==> src/rtl/muldiv_issue_sched_if.sv <==
// Handshake bundle between the mul/div RS entry array, the scheduler and the shared datapath units.
// master = RS/datapath side, slave = scheduler side.
interface muldiv_issue_sched_if #(
   parameter int unsigned RS_COUNT = 8
) ();
   localparam int unsigned IDX_W = $clog2(RS_COUNT);

   logic                branch_mispredicted;
   logic [RS_COUNT-1:0] entry_rdy;
   logic [RS_COUNT-1:0] entry_is_div;
   logic                mul_done;
   logic                div_done;
   logic                wb_ready;

   logic                mul_start;
   logic [IDX_W-1:0]    mul_idx;
   logic                div_start;
   logic [IDX_W-1:0]    div_idx;
   logic [RS_COUNT-1:0] issue_ack;
   logic                wb_valid;
   logic                wb_is_div;
   logic [IDX_W-1:0]    wb_idx;
   logic                mul_err;
   logic                div_err;

   modport master (
      output branch_mispredicted, entry_rdy, entry_is_div, mul_done, div_done, wb_ready,
      input  mul_start, mul_idx, div_start, div_idx, issue_ack,
      input  wb_valid, wb_is_div, wb_idx, mul_err, div_err
   );

   modport slave (
      input  branch_mispredicted, entry_rdy, entry_is_div, mul_done, div_done, wb_ready,
      output mul_start, mul_idx, div_start, div_idx, issue_ack,
      output wb_valid, wb_is_div, wb_idx, mul_err, div_err
   );
endinterface

==> src/rtl/muldiv_issue_sched.sv <==
// Issue scheduler for the shared multiplier/divider: round-robin issue, watchdogs, single CDB writeback port.
// Optional MULDIV_STALL_CNT_EN adds per-unit stall counters (mul_stall_cnt, div_stall_cnt).
module muldiv_issue_sched #(
   parameter int unsigned RS_COUNT   = 8,
   parameter int unsigned MUL_MAXCYC = 40,
   parameter int unsigned DIV_MAXCYC = 40
) (
   input  logic               clk,
   input  logic               rst,
   muldiv_issue_sched_if.slave bus
`ifdef MULDIV_STALL_CNT_EN
   ,
   output logic [31:0]        mul_stall_cnt,
   output logic [31:0]        div_stall_cnt
`endif
);
   localparam int unsigned IDX_W   = $clog2(RS_COUNT);
   localparam int unsigned MAX_CYC = (MUL_MAXCYC > DIV_MAXCYC) ? MUL_MAXCYC : DIV_MAXCYC;
   localparam int unsigned CNT_W   = $clog2(MAX_CYC + 1);
   localparam logic [CNT_W-1:0] MUL_LIM = CNT_W'(MUL_MAXCYC);
   localparam logic [CNT_W-1:0] DIV_LIM = CNT_W'(DIV_MAXCYC);

   typedef enum logic [1:0] {ST_IDLE, ST_BUSY, ST_DONE} unit_st_e;

   // Index 0 is the multiplier, index 1 the divider throughout.
   unit_st_e                    st_q [2];
   logic [1:0][IDX_W-1:0]       rr_q;
   logic [1:0][IDX_W-1:0]       idx_q;
   logic [1:0][CNT_W-1:0]       cnt_q;
   logic [1:0]                  err_q;
   logic                        wb_prio_q;

   logic [1:0][RS_COUNT-1:0]    cand;
   logic [1:0][IDX_W-1:0]       grant;
   logic [1:0]                  found;
   logic [1:0]                  start_c;
   logic [RS_COUNT-1:0]         ack_c;
   logic [1:0]                  done_in;
   logic [1:0]                  pend;
   logic                        dual;
   logic                        wb_sel;
   logic                        wb_valid_c;
   logic                        wb_fire;
   logic                        flush;

   // First set bit of cand at or after ptr (wrapping); MSB of the result flags a hit.
   function automatic logic [IDX_W:0] rr_pick(input logic [RS_COUNT-1:0] c, input logic [IDX_W-1:0] ptr);
      logic [IDX_W-1:0] k;
      logic [IDX_W:0]   res;
      res = '0;
      for (int i = int'(RS_COUNT) - 1; i >= 0; i--) begin
         k = ptr + IDX_W'(i);
         if (c[k]) res = {1'b1, k};
      end
      return res;
   endfunction

   assign flush   = bus.branch_mispredicted;
   assign done_in = {bus.div_done, bus.mul_done};

   always_comb begin
      cand[0] = bus.entry_rdy & ~bus.entry_is_div;
      cand[1] = bus.entry_rdy &  bus.entry_is_div;
      ack_c   = '0;
      found   = '0;
      grant   = '0;
      start_c = '0;
      for (int u = 0; u < 2; u++) begin
         {found[u], grant[u]} = rr_pick(cand[u], rr_q[u]);
         start_c[u] = (st_q[u] == ST_IDLE) && found[u] && !flush;
         if (start_c[u]) ack_c[grant[u]] = 1'b1;
      end
   end

   // Writeback arbitration: wb_prio only matters when both results are waiting.
   assign pend       = {st_q[1] == ST_DONE, st_q[0] == ST_DONE};
   assign dual       = &pend;
   assign wb_sel     = dual ? wb_prio_q : pend[1];
   assign wb_valid_c = (|pend) && !flush;
   assign wb_fire    = wb_valid_c && bus.wb_ready;

   always_ff @(posedge clk or posedge rst) begin
      if (rst) begin
         for (int u = 0; u < 2; u++) st_q[u] <= ST_IDLE;
         rr_q      <= '0;
         idx_q     <= '0;
         cnt_q     <= '0;
         err_q     <= '0;
         wb_prio_q <= 1'b0;
      end else begin
         if (wb_fire && dual) wb_prio_q <= ~wb_prio_q;
         for (int u = 0; u < 2; u++) begin
            unique case (st_q[u])
               ST_IDLE: begin
                  if (start_c[u]) begin
                     st_q[u]  <= ST_BUSY;
                     idx_q[u] <= grant[u];
                     rr_q[u]  <= grant[u] + IDX_W'(1);
                     cnt_q[u] <= '0;
                  end
               end
               ST_BUSY: begin
                  if (flush) begin
                     st_q[u] <= ST_IDLE;
                  end else if (done_in[u]) begin
                     st_q[u] <= ST_DONE;
                  end else if ((cnt_q[u] + CNT_W'(1)) == ((u == 0) ? MUL_LIM : DIV_LIM)) begin
                     err_q[u] <= 1'b1;
                     st_q[u]  <= ST_IDLE;
                  end else begin
                     cnt_q[u] <= cnt_q[u] + CNT_W'(1);
                  end
               end
               ST_DONE: begin
                  if (flush || (wb_fire && (wb_sel == 1'(u)))) st_q[u] <= ST_IDLE;
               end
               default: st_q[u] <= ST_IDLE;
            endcase
         end
      end
   end

   assign bus.mul_start = start_c[0];
   assign bus.div_start = start_c[1];
   assign bus.issue_ack = ack_c;
   assign bus.mul_idx   = idx_q[0];
   assign bus.div_idx   = idx_q[1];
   assign bus.wb_valid  = wb_valid_c;
   assign bus.wb_is_div = wb_sel;
   assign bus.wb_idx    = idx_q[wb_sel];
   assign bus.mul_err   = err_q[0];
   assign bus.div_err   = err_q[1];

`ifdef MULDIV_STALL_CNT_EN
   logic [1:0][31:0] stall_q;

   // Counts cycles a ready entry of the unit's type waits behind a non-idle unit.
   always_ff @(posedge clk or posedge rst) begin
      if (rst) begin
         stall_q <= '0;
      end else begin
         for (int u = 0; u < 2; u++) begin
            if ((|cand[u]) && (st_q[u] != ST_IDLE) && (stall_q[u] != 32'hFFFF_FFFF))
               stall_q[u] <= stall_q[u] + 32'd1;
         end
      end
   end

   assign mul_stall_cnt = stall_q[0];
   assign div_stall_cnt = stall_q[1];
`endif
endmodule

==> src/flat_wrapper.sv <==
// flat-port wrapper written by rule: the top's interface ports become plain ports
module muldiv_issue_sched_flat 
#(
   parameter int unsigned RS_COUNT   = 8,
   parameter int unsigned MUL_MAXCYC = 40,
   parameter int unsigned DIV_MAXCYC = 40
)
  (clk, rst, bus_branch_mispredicted, bus_entry_rdy, bus_entry_is_div, bus_mul_done, bus_div_done, bus_wb_ready, bus_mul_start, bus_mul_idx, bus_div_start, bus_div_idx, bus_issue_ack, bus_wb_valid, bus_wb_is_div, bus_wb_idx, bus_mul_err, bus_div_err);
  muldiv_issue_sched_if #(.RS_COUNT(RS_COUNT)) bus_i ();
  input  logic clk;
  input  logic rst;
  input wire logic [$bits(bus_i.branch_mispredicted)-1:0] bus_branch_mispredicted;
  input wire logic [$bits(bus_i.entry_rdy)-1:0] bus_entry_rdy;
  input wire logic [$bits(bus_i.entry_is_div)-1:0] bus_entry_is_div;
  input wire logic [$bits(bus_i.mul_done)-1:0] bus_mul_done;
  input wire logic [$bits(bus_i.div_done)-1:0] bus_div_done;
  input wire logic [$bits(bus_i.wb_ready)-1:0] bus_wb_ready;
  output wire logic [$bits(bus_i.mul_start)-1:0] bus_mul_start;
  output wire logic [$bits(bus_i.mul_idx)-1:0] bus_mul_idx;
  output wire logic [$bits(bus_i.div_start)-1:0] bus_div_start;
  output wire logic [$bits(bus_i.div_idx)-1:0] bus_div_idx;
  output wire logic [$bits(bus_i.issue_ack)-1:0] bus_issue_ack;
  output wire logic [$bits(bus_i.wb_valid)-1:0] bus_wb_valid;
  output wire logic [$bits(bus_i.wb_is_div)-1:0] bus_wb_is_div;
  output wire logic [$bits(bus_i.wb_idx)-1:0] bus_wb_idx;
  output wire logic [$bits(bus_i.mul_err)-1:0] bus_mul_err;
  output wire logic [$bits(bus_i.div_err)-1:0] bus_div_err;
  assign bus_i.branch_mispredicted = bus_branch_mispredicted;
  assign bus_i.entry_rdy = bus_entry_rdy;
  assign bus_i.entry_is_div = bus_entry_is_div;
  assign bus_i.mul_done = bus_mul_done;
  assign bus_i.div_done = bus_div_done;
  assign bus_i.wb_ready = bus_wb_ready;
  assign bus_mul_start = bus_i.mul_start;
  assign bus_mul_idx = bus_i.mul_idx;
  assign bus_div_start = bus_i.div_start;
  assign bus_div_idx = bus_i.div_idx;
  assign bus_issue_ack = bus_i.issue_ack;
  assign bus_wb_valid = bus_i.wb_valid;
  assign bus_wb_is_div = bus_i.wb_is_div;
  assign bus_wb_idx = bus_i.wb_idx;
  assign bus_mul_err = bus_i.mul_err;
  assign bus_div_err = bus_i.div_err;
  muldiv_issue_sched #(.RS_COUNT(RS_COUNT), .MUL_MAXCYC(MUL_MAXCYC), .DIV_MAXCYC(DIV_MAXCYC)) u_core (.clk(clk), .rst(rst), .bus(bus_i));
endmodule
==> config.mk <==
export PLATFORM = sky130hd
export DESIGN_NAME = muldiv_issue_sched_flat
export DESIGN_NICKNAME = d
export VERILOG_FILES = /design/src/rtl/muldiv_issue_sched_if.sv /design/src/rtl/muldiv_issue_sched.sv /design/src/flat_wrapper.sv
export SDC_FILE = /design/constraint.sdc
export NUM_CORES = 1
export LEC_CHECK = 0
export ABC_CLOCK_PERIOD_IN_PS = 3800
export CAP_MARGIN = 20
export CORE_UTILIZATION = 25
export CTS_BUF_LIST = sky130_fd_sc_hd__clkbuf_8
export DETAILED_ROUTE_END_ITERATION = 16
export SYNTH_ARGS = -nofsm -noshare
export SYNTH_HDL_FRONTEND = slang
export SYNTH_SLANG_ARGS = --single-unit
==> constraint.sdc <==
create_clock -name clk -period 3.8 [get_ports clk]
set_input_delay 0.76 -clock clk [delete_from_list [all_inputs] [get_ports clk]]
set_output_delay 0.76 -clock clk [all_outputs]
set_load 0.1 [all_outputs]
Word-level counts from Yosys, hierarchy flattened --
Cells that the tools add are included. W data, S select, Z words.
Operators by class: add/subtract/negate cells 18, $lt $le $gt $ge 21, eq/ne operators 18, muxes and demuxes 79, bitwise operators 9, reductions and logical operators 28
Operators by type and width (number):
- $lt A3 B4 Y1 const B | 18
- $mux W4 | 16
- $bmux W1 S3 | 16
- $mux W6 | 8
- $add A3 B3 Y3 const B | 8
- $pmux W6 S2 | 2
- $mux W2 | 10
- $ne A2 B2 Y1 const B | 10
- $mux W1 | 19
- $and A8 B8 Y8 | 2
- $mux W8 | 2
- $add A3 B1 Y3 const B | 4
- $add A3 B2 Y3 const B | 4
- $add A6 B1 Y6 const B | 2
- $eq A6 B6 Y1 const B | 2
- $pmux W2 S3 | 2
- $logic_and A1 B1 Y1 | 11
- $reduce_and A5 Y1 | 2
- $ne A4 B3 Y1 const B | 2
- $not A8 Y8 | 1
- $or A8 B8 Y8 | 1
- $reduce_and A4 Y1 | 2
- $demux W1 S3 | 2
- $ge A3 B1 Y1 const B | 2
- 12 further kinds | 25
Word-level totals: register bits after elaboration 31, input bits 22, output and inout bits 23, word-level logic and storage cells 184

Longest topological paths before layout --
depth after elaboration 19, mapped depth 16, depth with buffers taken out 14

Least setup slack after synthesis --
OpenSTA, ideal clock, no wires.
path type reg2out, start reg u_core.rr_q[1] in the netlist's numbering, end out bus_issue_ack[5], data arrival time 5.077 ns, data required time 3.040 ns, path slack -2.037 ns, cell stages (with the launch flop) 12, path through dfrtp_1 > clkinv_1 > ha_1 > clkbuf_1 > or4b_1 > a41oi_1 > o21ai_1 > a211oi_1 > a221oi_1 > a22oi_1 > nor2_1 > o32ai_1
Between the ends: cells in the longest elaborated chain, start to end 18
Ends and longest elaborated chain:
- start, declared | RTL line muldiv_issue_sched.sv:27 | logic [1:0][IDX_W-1:0] rr_q;
- start signal, assigned by index | RTL line muldiv_issue_sched.sv:98 | rr_q[u] <= grant[u] + IDX_W'(1);
- $add A3 B3 Y3 | RTL line muldiv_issue_sched.sv:52 | k = ptr + IDX_W'(i);
- $bmux W1 S3 | RTL line muldiv_issue_sched.sv:53 | if (c[k]) res = {1'b1, k};
- $mux W1 (not written as such) | RTL line muldiv_issue_sched.sv:53
- $mux W4 (7 in a row) | RTL line muldiv_issue_sched.sv:53
- $mux W4 (*) | RTL line muldiv_issue_sched.sv:53
- $lt A3 B4 Y1 (not written as such) or $ge A3 B1 Y1 (tied branches) | RTL line muldiv_issue_sched.sv:71 | if (start_c[u]) ack_c[grant[u]] = 1'b1;
- $logic_and A1 B1 Y1 (not written as such) | RTL line muldiv_issue_sched.sv:71
- $mux W1 (not written as such) | RTL line muldiv_issue_sched.sv:71
- $demux W1 S3
- $mux W8 (*) | RTL line muldiv_issue_sched.sv:71
- $or A8 B8 Y8 (no source line)
- $mux W8 (*) | RTL line muldiv_issue_sched.sv:71
- end, declared | RTL line flat_wrapper.sv:22 | output wire logic [$bits(bus_i.issue_ack)-1:0] bus_issue_ack;
Every way passes the cells marked *; elsewhere a longest branch is shown, timed or not. The select of a mux whose other input is x is not followed.

Worst setup path in the final report --
start reg u_core.rr_q[0] in the netlist's numbering, end out bus_issue_ack[3]
Same word-level chain as after synthesis.

==> report_table.html <==
<table>
<tr><th>Metric</th><th>Value</th></tr>
<tr><th colspan="2">Outcome</th></tr>
<tr><td>Run status</td><td>finished, violations left</td></tr>
<tr><td>Violated checks</td><td>setup timing</td></tr>
<tr><th colspan="2">GRT</th></tr>
<tr><td>Global route total overflow</td><td>0</td></tr>
<tr><td>Initial antenna violation count</td><td>0</td></tr>
<tr><td>Maximum number of pins on one net before global-route repair</td><td>29</td></tr>
<tr><td>First-pass GRT wire length</td><td>21,800 um</td></tr>
<tr><td>Global routing usage summed across all routing layers</td><td>16.9%</td></tr>
<tr><td>Vias in the first global route</td><td>4,283</td></tr>
<tr><th colspan="2">Placement</th></tr>
<tr><td>Port Buffers</td><td>44</td></tr>
<tr><td>Detailed placer's ending HPWL</td><td>10,100 um</td></tr>
<tr><td>Routability cong.</td><td>0.946</td></tr>
<tr><td>Standard cell area after detailed placement</td><td>5590 um^2</td></tr>
<tr><th colspan="2">Floorplan</th></tr>
<tr><td>Core box area</td><td>14,800 um^2</td></tr>
<tr><td>Die Outline Area</td><td>15,800 um^2</td></tr>
<tr><td>Ports placed on the boundary</td><td>45</td></tr>
<tr><td>Die outline width</td><td>126 um</td></tr>
<tr><td>Die span in y</td><td>126 um</td></tr>
<tr><td>Site Rows</td><td>44</td></tr>
<tr><td>Initial standard-cell utilization of the core</td><td>26.0%</td></tr>
<tr><th colspan="2">Clock tree</th></tr>
<tr><td>TritonCTS clock tree</td><td>yes</td></tr>
<tr><td>H-tree depth</td><td>2</td></tr>
<tr><td>Clock sink count</td><td>31</td></tr>
<tr><td>Insertion delay to the later sink of the worst-skew pair</td><td>0.29 ns</td></tr>
<tr><td>Clock Tree Buf Depth</td><td>2</td></tr>
<tr><td>Clock Pin Slew Worst Setup and Hold Paths</td><td>0.06 ns</td></tr>
<tr><td>Total clock buffers created by CTS</td><td>5</td></tr>
<tr><td>Post-CTS Hold Fix Bufs</td><td>0</td></tr>
<tr><td>Master cell of the clock root buffer</td><td>sky130_fd_sc_hd__clkbuf_8</td></tr>
<tr><th colspan="2">Worst hold path</th></tr>
<tr><td>Type of the tightest min-delay check</td><td>reg2reg</td></tr>
<tr><td>Launch point of the worst hold path</td><td>u_core.err_q[0]$_DFFE_PP0P_</td></tr>
<tr><td>Min-Delay Endpoint</td><td>u_core.err_q[0]$_DFFE_PP0P_</td></tr>
<tr><td>Hold Path Cell Cnt</td><td>1</td></tr>
<tr><th colspan="2">STA</th></tr>
<tr><td>Period Utilization, post-route</td><td>109%</td></tr>
<tr><td>Final number of setup-violating endpoints</td><td>9</td></tr>
<tr><td>Worst setup slack after layout</td><td>-0.356 ns</td></tr>
<tr><td>Setup skew after layout</td><td>0.0103 ns</td></tr>
<tr><td>Max-slew violation count</td><td>0</td></tr>
<tr><td>Worst relative slew slack</td><td>35.5%</td></tr>
<tr><td>Worst-Margin Slew</td><td>0.964 ns</td></tr>
<tr><td>RSZ-0062 raised after global routing</td><td>true</td></tr>
<tr><td>Endpoints failing hold</td><td>0</td></tr>
<tr><td>Max Freq</td><td>0.241 GHz</td></tr>
<tr><td>Worst hold slack</td><td>0.463 ns</td></tr>
<tr><td>Tmin final</td><td>4.16 ns</td></tr>
<tr><th colspan="2">Cells and area</th></tr>
<tr><td>Signed area change from the synthesized netlist to the final layout</td><td>65.8%</td></tr>
<tr><td>Fraction of layout instances using a drive strength above 1</td><td>51.4%</td></tr>
<tr><td>Number of nets in the layout</td><td>647</td></tr>
<tr><td>Finished Cell Area</td><td>6350 um^2</td></tr>
<tr><td>Antenna cell count</td><td>0</td></tr>
<tr><td>Final core utilization</td><td>43.0%</td></tr>
<tr><th colspan="2">Setup path</th></tr>
<tr><td>Critical path arrival</td><td>3.40 ns</td></tr>
<tr><td>Reg-to-Reg Start</td><td>u_core.rr_q[4]$_DFFE_PP0P_</td></tr>
<tr><td>Kind of launch point of the worst setup path</td><td>flip-flop</td></tr>
<tr><td>R2R setup slack</td><td>-0.15 ns</td></tr>
<tr><td>Kind of critical path</td><td>reg2out</td></tr>
<tr><td>Nature of the critical path endpoint</td><td>primary output</td></tr>
<tr><td>Endpoint required time on the critical path</td><td>3.04 ns</td></tr>
<tr><td>Max Fanout on Critical Path</td><td>6</td></tr>
<tr><td>Number of cells on the worst reg-to-reg path</td><td>21</td></tr>
<tr><td>Worst reg2reg endpoint</td><td>u_core.bus.div_idx[1]$_DFFE_PP0P_</td></tr>
<tr><th colspan="2">Detailed routing</th></tr>
<tr><td>Detailed Routing Iterations Pass 1</td><td>6</td></tr>
<tr><td>DRT met1 WL</td><td>6200 um</td></tr>
<tr><td>Final antenna-violating net count</td><td>0</td></tr>
<tr><td>Detail-routed via count per cell</td><td>5.40</td></tr>
<tr><td>Routed length on met3</td><td>700 um</td></tr>
<tr><td>Average wire per cell in the routed design</td><td>16.8 um</td></tr>
<tr><td>DRC</td><td>0</td></tr>
<tr><td>Vias after detailed routing</td><td>4,334</td></tr>
<tr><td>Uppermost metal layer occupied by signal nets</td><td>met4</td></tr>
<tr><td>Initial detailed-routing violation count</td><td>335</td></tr>
<tr><td>Total Wirelength</td><td>13,500 um</td></tr>
<tr><td>Wire length on met2</td><td>6430 um</td></tr>
<tr><th colspan="2">Synth</th></tr>
<tr><td>Multiplexer share of the synthesized area</td><td>21.1%</td></tr>
<tr><td>Combinational family with the most area after synthesis</td><td>simple AND/OR/NAND/NOR gates</td></tr>
<tr><td>Gate count of the mapped netlist</td><td>443</td></tr>
<tr><td>Post-synthesis net count</td><td>472</td></tr>
<tr><td>Post-synth top area cell</td><td>sky130_fd_sc_hd__dfrtp_1</td></tr>
<tr><td>Synth async-reset ratio</td><td>100%</td></tr>
<tr><td>Netlist cell types</td><td>80</td></tr>
<tr><td>Top-area cell type share of the netlist area</td><td>20.3%</td></tr>
<tr><td>Xor and xnor area share after synthesis</td><td>2.25%</td></tr>
<tr><td>Predominant post-synthesis flop cell</td><td>sky130_fd_sc_hd__dfrtp_1</td></tr>
<tr><td>Post-synthesis compound-gate area fraction</td><td>24.7%</td></tr>
<tr><td>Synthesized-area fraction occupied by adder cells</td><td>2.29%</td></tr>
<tr><td>Cell types with the largest area share after synthesis</td><td>sky130_fd_sc_hd__dfrtp_1, sky130_fd_sc_hd__mux4_2, sky130_fd_sc_hd__nand2_1</td></tr>
<tr><td>Post-synthesis sequential area ratio</td><td>20.3%</td></tr>
<tr><td>Number of synthesized register bits</td><td>31</td></tr>
<tr><td>Mean post-synth cell area</td><td>8.65 um^2</td></tr>
<tr><td>Post-synth design cell area</td><td>3830 um^2</td></tr>
<tr><td>Count of flip-flops with a built-in enable after synthesis</td><td>0</td></tr>
<tr><td>Count of synthesis-stage warnings from yosys</td><td>0</td></tr>
<tr><td>Basic-gate share of the synthesized area counting and, or, nand and nor cells</td><td>24.8%</td></tr>
<tr><th colspan="2">Flow run</th></tr>
<tr><td>Max-cap violations</td><td>0</td></tr>
</table>
synth_stat cells (all sizes together) (4+ instances only):
| library cell | count |
|---|---|
| nand2 | 45 |
| o21ai | 40 |
| dfrtp | 31 |
| nand3 | 29 |
| mux4 | 27 |
| nor2 | 24 |
| inv | 20 |
| nand2b | 17 |
| a21oi | 15 |
| and2 | 14 |
| o22ai | 12 |
| buf | 9 |
| clkbuf | 9 |
| mux2i | 9 |
| mux2 | 8 |
| nor2b | 8 |
| ha | 7 |
| o211ai | 7 |
| o31ai | 6 |
| a21o | 5 |
| a2bb2oi | 5 |
| nor3 | 5 |
| xor2 | 5 |
| a211oi | 4 |
| nand3b | 4 |
| nand4 | 4 |
| o2111ai | 4 |
| o221ai | 4 |
| or2 | 4 |
| or3 | 4 |
| or3b | 4 |
| xnor2 | 4 |
sequential cells by signal, summed over array words and instances, names as in the netlist:
register / cells
u_core.st_q: 4
u_core.cnt_q: 12
u_core.err_q: 2
u_core.bus.mul_idx: 3
u_core.bus.div_idx: 3
u_core.rr_q: 6
u_core.wb_prio_q: 1
critical path, cell delays in order, from the launching register on:
cell                         delay, ns
sky130_fd_sc_hd__dfrtp_1          0.41
sky130_fd_sc_hd__buf_6            0.14
sky130_fd_sc_hd__inv_8            0.03
sky130_fd_sc_hd__ha_4             0.30
sky130_fd_sc_hd__clkinvlp_4       0.17
sky130_fd_sc_hd__buf_6            0.16
sky130_fd_sc_hd__nand2_4          0.04
sky130_fd_sc_hd__o22ai_2          0.08
sky130_fd_sc_hd__o311a_1          0.37
sky130_fd_sc_hd__a2111o_1         0.33
sky130_fd_sc_hd__a41o_4           0.23
sky130_fd_sc_hd__or3_4            0.42
sky130_fd_sc_hd__o22ai_4          0.22
sky130_fd_sc_hd__buf_12           0.20
area by class of cell:
| class | count | area (um^2) |
|---|---|---|
| multi-input cells | 373 | 3470 |
| fillers | 1436 | 8410 |
| well taps | 184 | 230 |
| inverters | 21 | 116 |
| flip-flops and latches | 31 | 779 |
| clock inverters | 1 | 7.51 |
| clock buffers | 7 | 96.3 |
| repair buffers | 186 | 1640 |
per-stage QoR:
step / setup TNS [ns] / setup slack [ns] / cells
after floorplan: -1.34 / -0.211 / 443
after global placement: -5.95 / -0.698 / 750
after detailed placement: -6.45 / -0.755 / 750
after CTS: -2.10 / -0.356 / 788
after global routing: -3.25 / -0.453 / 803
final: -2.25 / -0.356 / 803
cells in the final DEF (no fill, tap or decap), types with 4 or more instances in the layout:
| cell | Yosys | routed |
|---|---|---|
| sky130_fd_sc_hd__a21o_1 | 5 | 5 |
| sky130_fd_sc_hd__ha_1 | 7 | 4 |
| sky130_fd_sc_hd__o221ai_1 | 4 | 4 |
| sky130_fd_sc_hd__dfrtp_1 | 31 | 28 |
| sky130_fd_sc_hd__nor3_1 | 5 | 5 |
| sky130_fd_sc_hd__nand2b_4 | 0 | 9 |
| sky130_fd_sc_hd__nand3b_1 | 4 | 4 |
| sky130_fd_sc_hd__o22ai_4 | 0 | 6 |
| sky130_fd_sc_hd__mux4_2 | 24 | 26 |
| sky130_fd_sc_hd__inv_2 | 4 | 4 |
| sky130_fd_sc_hd__nand4_1 | 4 | 4 |
| sky130_fd_sc_hd__nand3_1 | 29 | 27 |
| sky130_fd_sc_hd__mux2i_2 | 1 | 5 |
| sky130_fd_sc_hd__buf_12 | 0 | 12 |
| sky130_fd_sc_hd__nand2_2 | 1 | 11 |
| sky130_fd_sc_hd__o31ai_1 | 5 | 5 |
| sky130_fd_sc_hd__nor2b_1 | 8 | 4 |
| sky130_fd_sc_hd__buf_4 | 1 | 123 |
| sky130_fd_sc_hd__buf_6 | 2 | 24 |
| sky130_fd_sc_hd__mux2_2 | 7 | 5 |
| sky130_fd_sc_hd__nand2b_1 | 17 | 8 |
| sky130_fd_sc_hd__clkdlybuf4s50_1 | 0 | 13 |
| sky130_fd_sc_hd__and2_1 | 14 | 10 |
| sky130_fd_sc_hd__o211ai_1 | 7 | 7 |
| sky130_fd_sc_hd__buf_2 | 6 | 13 |
| sky130_fd_sc_hd__inv_1 | 15 | 12 |
| sky130_fd_sc_hd__clkbuf_8 | 0 | 7 |
| sky130_fd_sc_hd__a21oi_1 | 15 | 13 |
| sky130_fd_sc_hd__nor2_1 | 24 | 23 |
| sky130_fd_sc_hd__o21ai_0 | 31 | 25 |
| sky130_fd_sc_hd__o21ai_1 | 7 | 12 |
| sky130_fd_sc_hd__nor2b_2 | 0 | 4 |
| sky130_fd_sc_hd__nand2_1 | 44 | 33 |
| sky130_fd_sc_hd__o2111ai_1 | 4 | 4 |
layer usage:
metal | track usage (%) | up-vias
met2 | 28.8 | 147
met3 | 1.70 | 15
li1 | - | 2075
met1 | 23.3 | 2097
met4 | 2.91 | 0
met5 | 0 | -
repair_timing:
action,in CTS,in global routing
buffers inserted,30,15
pin swaps,17,28
cloned,0,0
resized for setup,123,46
endpoints found under the setup margin,10,11
cell families (layout without fill, tap and decap cells):
family	count (synthesis)	count (layout)
AO/OA/AOI/OAI	136	136
XOR/XNOR	9	9
adder cells (fa/ha/maj)	7	7
buffers and inverters	39	215
flip-flops	31	31
multiplexers	44	44
AND/OR/NAND/NOR	177	177
worst max-delay path by stage:
stage                                    start          endpoint  slack [ns]
global route        u_core.rr_q[0]$_DFFE_PP0P_  bus_issue_ack[3]       -0.45
floorplan                  bus_entry_is_div[3]  bus_issue_ack[3]       -0.21
finish              u_core.rr_q[0]$_DFFE_PP0P_  bus_issue_ack[3]       -0.36
detailed placement         bus_entry_is_div[1]  bus_issue_ack[1]       -0.75
global placement              bus_entry_rdy[1]  bus_issue_ack[3]       -0.70
CTS                 u_core.rr_q[0]$_DFFE_PP0P_  bus_issue_ack[3]       -0.36
Power is left out: the tool's default activity adds up to more than one toggle a clock period on the data nets, which glitch-free logic cannot reach.
